$ cat config.mk
export PLATFORM = sky130hd
export DESIGN_NAME = display_scanner
export DESIGN_NICKNAME = d
export VERILOG_FILES = /design/src/rtl/display_scanner.sv
export SDC_FILE = /design/constraint.sdc
export NUM_CORES = 1
export LEC_CHECK = 0
export CAP_MARGIN = 30
export CORE_MARGIN = 10
export CORE_UTILIZATION = 35
export CTS_CLUSTER_DIAMETER = 80
export DETAILED_ROUTE_END_ITERATION = 7
export GPL_TIMING_DRIVEN = 1
export PLACE_DENSITY = 0.58
export SLEW_MARGIN = 25
export SYNTH_ARGS = -nofsm -noshare
export SYNTH_HDL_FRONTEND = slang
export SYNTH_SLANG_ARGS = --single-unit
export TNS_END_PERCENT = 50
$ cat constraint.sdc
create_clock -name clk -period 1.8 [get_ports clk]
set_input_delay 0.27 -clock clk [delete_from_list [all_inputs] [get_ports clk]]
set_output_delay 0.27 -clock clk [all_outputs]
set_load 0.02 [all_outputs]
$ cat src/rtl/display_scanner.sv
// display_scanner: time-multiplexed driver for a 4-digit, common-anode
// 7-segment display.
//
// Each digit owns a slot of DIV clk cycles. The first BLANK cycles of every
// slot keep all anodes dark so the segments can settle on the new digit's
// pattern before it lights (no ghosting). Segment, decimal-point and anode
// outputs are all registered, so they change together on the same edge.
//
// FSM: IDLE (scan frozen, dark) -> BLANK (slot start, dark) -> SHOW (lit).
// Dropping enable returns to IDLE from anywhere. The prescaler and digit
// index are frozen while in IDLE. When enable rises again the slot restarts
// from its beginning on the same digit.
//
// Optional build macro DISPLAY_SCANNER_LZB_EN enables leading-zero blanking.
// Digits are scanned upward, 0 -> 3, so the higher digits of a number have
// not been seen yet when a lower digit is shown. The design therefore
// remembers, for digits 3 and 2, whether their value was zero at their last
// slot. A digit k in 1..3 is dark when its own value is zero and every
// higher digit was remembered as zero. Digit 0 is never blanked, and the
// decimal point is not affected.
//
// state_dbg exposes the FSM state for observation only.

module display_scanner #(
   parameter int DIV   = 50000,
   parameter int BLANK = 8
) (
   input  logic       clk,
   input  logic       reset_n,
   input  logic       enable,
   input  logic [3:0] num,
   input  logic       decimal,
   output logic [1:0] digit,
   output logic [6:0] seg_n,
   output logic       dp_n,
   output logic [3:0] anode_n,
   output logic       frame_done,
   output logic [1:0] state_dbg
);

   localparam int CW = (DIV > 1) ? $clog2(DIV) : 1;
   localparam logic [CW-1:0] CNT_LAST   = CW'(DIV - 1);
   localparam logic [CW-1:0] BLANK_LAST = CW'(BLANK - 1);

   localparam logic [1:0] ST_IDLE  = 2'd0;
   localparam logic [1:0] ST_BLANK = 2'd1;
   localparam logic [1:0] ST_SHOW  = 2'd2;

   logic [1:0]    state_q, state_d;
   logic [CW-1:0] cnt_q, cnt_d;
   logic [1:0]    digit_q, digit_d;
   logic [6:0]    seg_q, seg_d;
   logic          dp_q, dp_d;
   logic [3:0]    anode_q, anode_d;
   logic          frame_done_q, frame_done_d;
   logic          slot_end;
   logic [6:0]    seg_raw;

   // Last cycle of a running slot: the digit index advances on this edge.
   assign slot_end = enable && (state_q == ST_SHOW) && (cnt_q == CNT_LAST);

   // Scan sequencing: prescaler, digit index, FSM and frame pulse.
   always_comb begin
      state_d      = state_q;
      cnt_d        = cnt_q;
      digit_d      = digit_q;
      frame_done_d = 1'b0;
      if (!enable) begin
         state_d = ST_IDLE;
      end else begin
         case (state_q)
            ST_IDLE: begin
               state_d = ST_BLANK;
               cnt_d   = '0;
            end
            ST_BLANK: begin
               cnt_d = cnt_q + CW'(1);
               if (cnt_q == BLANK_LAST) state_d = ST_SHOW;
            end
            ST_SHOW: begin
               if (slot_end) begin
                  cnt_d        = '0;
                  state_d      = ST_BLANK;
                  digit_d      = digit_q + 2'd1;
                  frame_done_d = (digit_q == 2'd3);
               end else begin
                  cnt_d = cnt_q + CW'(1);
               end
            end
            default: state_d = ST_IDLE;
         endcase
      end
   end

   // Active-low hex decode of the currently selected digit's value.
   always_comb begin
      seg_raw = 7'h7F;
      case (num)
         4'h0: seg_raw = 7'h40;
         4'h1: seg_raw = 7'h79;
         4'h2: seg_raw = 7'h24;
         4'h3: seg_raw = 7'h30;
         4'h4: seg_raw = 7'h19;
         4'h5: seg_raw = 7'h12;
         4'h6: seg_raw = 7'h02;
         4'h7: seg_raw = 7'h78;
         4'h8: seg_raw = 7'h00;
         4'h9: seg_raw = 7'h10;
         4'hA: seg_raw = 7'h08;
         4'hB: seg_raw = 7'h03;
         4'hC: seg_raw = 7'h46;
         4'hD: seg_raw = 7'h21;
         4'hE: seg_raw = 7'h06;
         4'hF: seg_raw = 7'h0E;
         default: seg_raw = 7'h7F;
      endcase
   end

`ifdef DISPLAY_SCANNER_LZB_EN
   logic [3:2] zero_hist_q, zero_hist_d;
   logic       num_zero;
   logic       lzb_dark;

   // Leading-zero decision plus the per-digit zero memory for digits 3 and 2.
   always_comb begin
      num_zero    = (num == 4'h0);
      zero_hist_d = zero_hist_q;
      lzb_dark    = 1'b0;
      case (digit_q)
         2'd3:    lzb_dark = num_zero;
         2'd2:    lzb_dark = num_zero && zero_hist_q[3];
         2'd1:    lzb_dark = num_zero && zero_hist_q[3] && zero_hist_q[2];
         default: lzb_dark = 1'b0;
      endcase
      if (slot_end && (digit_q == 2'd3)) zero_hist_d[3] = num_zero;
      if (slot_end && (digit_q == 2'd2)) zero_hist_d[2] = num_zero;
      seg_d = lzb_dark ? 7'h7F : seg_raw;
   end

   // Zero memory starts cleared so nothing is dark before digits 2/3 are seen.
   always_ff @(posedge clk or negedge reset_n) begin
      if (!reset_n) zero_hist_q <= 2'b00;
      else          zero_hist_q <= zero_hist_d;
   end
`else
   // Without blanking every digit shows its decoded value.
   always_comb begin
      seg_d = seg_raw;
   end
`endif

   // Display outputs: anodes follow the next state so they light only in SHOW,
   // and use the current digit so they line up with the registered segments.
   always_comb begin
      dp_d    = ~decimal;
      anode_d = (state_d == ST_SHOW) ? ~(4'b0001 << digit_q) : 4'hF;
   end

   // State and output registers with asynchronous active-low reset.
   always_ff @(posedge clk or negedge reset_n) begin
      if (!reset_n) begin
         state_q      <= ST_IDLE;
         cnt_q        <= '0;
         digit_q      <= 2'd0;
         seg_q        <= 7'h7F;
         dp_q         <= 1'b1;
         anode_q      <= 4'hF;
         frame_done_q <= 1'b0;
      end else begin
         state_q      <= state_d;
         cnt_q        <= cnt_d;
         digit_q      <= digit_d;
         seg_q        <= seg_d;
         dp_q         <= dp_d;
         anode_q      <= anode_d;
         frame_done_q <= frame_done_d;
      end
   end

   assign digit      = digit_q;
   assign seg_n      = seg_q;
   assign dp_n       = dp_q;
   assign anode_n    = anode_q;
   assign frame_done = frame_done_q;
   assign state_dbg  = state_q;

endmodule

==> results of run 1 <==
metal layers:
layer | vias up | wire length (um) | track usage (%)
met4 | 0 | 81 | 4.49
li1 | 799 | - | -
met3 | 5 | 228 | 3.33
met1 | 756 | 2190 | 13.3
met2 | 31 | 2090 | 15.9
met5 | - | 0 | 0
power breakdown:
part           internal [W]  total, W  switching (W)
clock network      0.000267  0.000565       0.000298
registers          0.000772  0.000780     0.00000847
logic              0.000114  0.000242       0.000128
total               0.00115   0.00159       0.000435
worst max-delay path by stage:
stage                  from        end  slack (ns)
2_1_floorplan  state_dbg[1]  cnt_q[10]       0.008
3_3_place_gp         enable  cnt_q[14]       -0.02
3_5_place_dp   state_dbg[0]   cnt_q[7]       -0.06
4_1_cts        state_dbg[0]  cnt_q[14]        0.03
5_1_grt        state_dbg[0]   cnt_q[5]       -0.05
6_report       state_dbg[0]   cnt_q[7]        0.04
cell families (layout without fill, tap and decap cells):
logic type / after synthesis / after routing / synth area share, %
multiplexers: 7 / 7 / 4.27
AO/OA/AOI/OAI: 45 / 46 / 15.1
flip-flops: 33 / 33 / 42.8
XOR/XNOR: 1 / 1 / 0.446
buffers and inverters: 17 / 68 / 3.63
AND/OR/NAND/NOR: 75 / 75 / 24.2
adder cells (fa/ha/maj): 15 / 15 / 9.56
stage by stage:
step           setup WS (ns)  hold slack (ns)  TNS, ns  utilization [%]  area, um^2
2_1_floorplan        0.00803          -0.0256        0                -        1970
3_3_place_gp         -0.0173            0.546  -0.0449             44.4        2430
3_5_place_dp         -0.0628            0.562   -0.385             44.4        2430
4_1_cts               0.0257            0.401        0             46.2        2530
5_1_grt              -0.0450            0.424   -0.274             48.0        2630
6_report              0.0376            0.386        0             48.0        2630
state kept, by name, summed over array words and instances (netlist names):
register and cells:
frame_done 1, state_dbg 2, dp_n 1, cnt_q 16
seg_n 7, anode_n 4, digit 2
layout make-up:
class	instances	share of cell area [%]
flip-flops and latches	33	32.0
repair buffers	47	15.7
clock inverters	3	0.667
clock buffers	5	2.62
inverters	13	1.95
well taps	72	3.43
multi-input cells	144	43.6
cells in the mapped netlist (2+ instances only):
| master | instances |
|---|---|
| dfrtp_1 | 21 |
| ha_1 | 15 |
| nand2_1 | 14 |
| nor2_1 | 14 |
| inv_1 | 13 |
| o21ai_0 | 13 |
| dfstp_2 | 12 |
| nand3_1 | 8 |
| a21oi_1 | 7 |
| a22o_1 | 7 |
| mux2i_1 | 5 |
| nor2b_1 | 5 |
| nor3_1 | 5 |
| nand2b_1 | 4 |
| nand4b_1 | 4 |
| o21ai_1 | 4 |
| and2_1 | 3 |
| clkbuf_1 | 3 |
| nor4_1 | 3 |
| a31oi_1 | 2 |
| and3_1 | 2 |
| nand3_4 | 2 |
| nand4_1 | 2 |
| nor4_4 | 2 |
| o22ai_1 | 2 |
| o2bb2ai_1 | 2 |
| o31ai_1 | 2 |
worst max-delay path, cell delays in order, from the launching register on:
cell and delay [ns]:
dfrtp_2 0.45, inv_4 0.08, ha_4 0.16, nand3_4 0.09
nor3_4 0.32, a31o_4 0.26, nor2_4 0.07, a22o_1 0.24
what timing repair did:
item	CTS	global route
cloned	0	1
buffers inserted	0	3
pin swaps	0	8
endpoints found under the hold margin	0	0
hold buffers	0	0
setup endpoints to repair	9	17
resized for setup	2	17
==> reports/summary.txt, run 1 <==
Number of enable flip-flop cells after synthesis: 0
Dpl cells: 306
Worst setup SP type: flip-flop
Grt ovf: 0
CTS tree: done
Chip height: 94.9 um
Worst setup path class: flip-flop to flip-flop
PwrDens: 604 nW/um^2
FMAX: 567 MHz
Max IR drop VDD: 297 uV
Minimum clock period: 1.76 ns
Layout cell share with drive strength beyond 1: 28.2%
CTS buffer count: 5
Core ar.: 5470 um^2
Row cnt: 27
Via count: 1591
Vias/cell: 5.02
Sequential fraction of the synthesis area: 42.8%
Most frequent cells in the layout: 24 x clkdlybuf4s50_1, 23 x buf_4, 20 x dfrtp_1, 13 x nand2_1, 13 x ha_1
Clk buf depth: 2
Clock Sinks: 33
Syn-to-layout area delta: 33.8%
Final setup fails: 0
Area of the multi-input gates: 1140 um^2
Synth unique cells: 44
Final Non-Filler Cells: 317
Ys Warns: 0
Reg-to-Reg Start: state_dbg[0]
Gate Count Post-Synth: 193
Initial core utilization: 35.9%
Worst r2r dst: cnt_q[7]
Worst-path clk slew: 0.08 ns
Total power: 0.00159 W
Antenna Nets Post-Route: 0
Gpl congestion: 0.807
Final Hold Fails: 0
Avg Cell Area, Syn: 10.2 um^2
Worst-skew pair later-pin latency: 0.29 ns
Die W: 94.9 um
Worst EP required: 1.99 ns
Hpwl dp: 3.21 mm
Worst Hold Class: input pin to async pin
R2R depth: 7
P_leak: 1.12 nW
Filler cells: 514
Post-route DRC: 0
Aggregate global-route resource usage: 10.4%
Root buffer cell: clkbuf_8
Antenna Cells: 0
First-pass GRT wire length: 7.32 mm
Final period util: 97.9%
Actual slew at the worst max-slew pin: 0.437 ns
Detailed-router iteration count before antenna repair: 4
Reg area: 842 um^2
Port bufs: 24
Die area: 9000 um^2
CP endpoint kind: flip-flop
Syn_nets: 216
Crit-path max FO: 7
Synth area leaders: dfrtp_1 27%, dfstp_2 16%, ha_1 9.6%
WL final: 4.59 mm
Largest net degree at the start of global routing: 34
CP arrival: 1.95 ns
Initial antenna violation count: 0
Fin. max-slew vios: 0
Outcome: finished, final reports clean
Yosys reg bits: 33
Final Skew: 0.0104 ns
Max-cap violations: 0
Post-Syn Area: 1960 um^2
Asr flop ratio synth: 100%
Most common cell after layout, fill and taps aside: clkdlybuf4s50_1
Reg2reg setup slack: 0.04 ns
Area leader, netlist: dfrtp_1
Vias in the first global route: 1521
IO Count: 25
Initial DRC count: 47
RSZ-0062 raised after global routing: true
Slew headroom: 70.8%
Ys flop type: dfrtp_1
Nets: 267
H-tree Lvls: 2
Wire length per cell: 14.5 um
Share of the synthesized area in the top cell type: 26.8%
(Power assumes the default switching activity.)
==> run 2: changes to the inputs <==
Settings changed: CORE_ASPECT_RATIO set to 1.2.
==> reports/summary.txt, run 2 (synthesized netlist as in run 1, its figures left out) <==
Post-route DRC: 0
Vias/cell: 5.14
Nets: 277
Most frequent cells in the layout: 33 x buf_4, 24 x clkdlybuf4s50_1, 20 x dfrtp_1, 14 x nor2_1
Worst setup path class: flip-flop to flip-flop
Grt ovf: 0
Area of the multi-input gates: 1130 um^2
First-pass GRT wire length: 7.54 mm
Gpl congestion: 0.843
Hpwl dp: 3.27 mm
Reg2reg setup slack: 0.07 ns
Die area: 9020 um^2
Reg area: 842 um^2
CP endpoint kind: flip-flop
Worst EP required: 1.97 ns
Largest Register: cnt_q
Clk buf depth: 2
Worst-skew pair later-pin latency: 0.28 ns
Row cnt: 29
Fin. max-slew vios: 0
DP Worst Slack: -0.0254 ns
Vias in the first global route: 1618
IO Count: 25
FMAX: 578 MHz
Core ar.: 5370 um^2
Initial DRC count: 46
Final period util: 96.2%
WL final: 4.39 mm
Via count: 1630
Initial core utilization: 36.6%
CTS buffer count: 5
Root buffer cell: clkbuf_8
Final Hold Fails: 0
CTS tree: done
Max-cap violations: 0
Hold_ws: 0.380 ns
Wire length per cell: 13.8 um
CP arrival: 1.90 ns
R2R depth: 8
Outcome: finished, final reports clean
Reg-to-Reg Start: state_dbg[0]
Final worst slack: 0.0691 ns
Initial antenna violation count: 0
Post-route cell area: 2740 um^2
Largest net degree at the start of global routing: 34
Final Skew: 0.00645 ns
Port bufs: 24
Chip height: 102 um
Max IR drop VDD: 310 uV
Minimum clock period: 1.73 ns
Worst Hold Class: input pin to async pin
Cts hold-fix bufs: 0
Syn-to-layout area delta: 39.8%
Aggregate global-route resource usage: 10.4%
PwrDens: 675 nW/um^2
TNS Setup: 0 ns
Layout cell share with drive strength beyond 1: 31.4%
Antenna Nets Post-Route: 0
P_leak: 1.21 nW
Filler cells: 509
Fin util: 51.1%
Clock Sinks: 33
Actual slew at the worst max-slew pin: 0.408 ns
Slew headroom: 72.8%
RSZ-0062 raised after global routing: true
Largest register FFs: 16
Antenna Cells: 0
Final setup fails: 0
Die W: 88.4 um
H-tree Lvls: 2
Most common cell after layout, fill and taps aside: buf_4
Worst-path clk slew: 0.07 ns
Worst r2r dst: cnt_q[7]
Worst setup SP type: flip-flop
Detailed-router iteration count before antenna repair: 4
Area after DPL: 2500 um^2
Crit-path max FO: 4
## run 2: changes by cell type in the layout (fill, tap and decap cells not counted), moves of 2 or more
cell | previous run | this run
bufinv_16 | 0 | 2
nor2_1 | 12 | 14
o21ai_1 | 6 | 4
buf_4 | 23 | 33
o21ai_0 | 10 | 12
## run 2: worst max path at each step
stage / start / depth (start not counted) / slack, ns / endpoint
after global placement: enable / 7 / -0.03 / cnt_q[7]
after detailed placement: enable / 7 / -0.03 / cnt_q[7]
after floorplan: state_dbg[1] / 7 / 0.008 / cnt_q[10]
after CTS: state_dbg[0] / 8 / 0.007 / anode_n[1]
after global routing: state_dbg[0] / 8 / -0.03 / cnt_q[4]
final: state_dbg[0] / 8 / 0.07 / cnt_q[7]
## run 2: routing by layer
metal	GRT usage (%)	vias to the layer above	part of all wire [%]
met1	12.8	780	46
met2	16.1	28	48
met3	3.03	6	4.7
met4	5.11	0	1.5
li1	-	816	-
met5	0	-	0
## run 2: layout make-up
| type | count | area share, % |
|---|---|---|
| Multi-Input combinational cell | 143 | 41.2 |
| Inverter | 13 | 1.87 |
| Clock buffer | 5 | 2.51 |
| Tap cell | 62 | 2.83 |
| Clock inverter | 3 | 2.37 |
| Sequential cell | 33 | 30.7 |
| Timing Repair Buffer | 58 | 18.5 |
## run 2: metrics by stage
step | instances | total power, W
4_1_cts | 314 | 0.00187
6_report | 317 | 0.00185
2_1_floorplan | 193 | 0.000902
3_3_place_gp | 305 | 0.00103
3_5_place_dp | 305 | 0.00103
5_1_grt | 317 | 0.00194
## run 2: critical path, stage by stage (launching register included)
cell and delay [ns]:
dfrtp_2 0.44, inv_4 0.08, ha_4 0.16, nand3_4 0.08, nor3_4 0.23, a31o_4 0.20, nor2_1 0.05, buf_4 0.17
a22o_1 0.20
## run 2: timing repair
item,CTS,global route
setup buffers,1,3
resized for setup,1,15
pin swaps,0,4
cloned,0,0
setup endpoints to repair,2,21
## run 2: power by group
part | internal (W) | switching [W] | total [W]
combinational | 0.000122 | 0.000124 | 0.000246
clock | 0.000550 | 0.000277 | 0.000827
sequential | 0.000772 | 0.00000898 | 0.000781
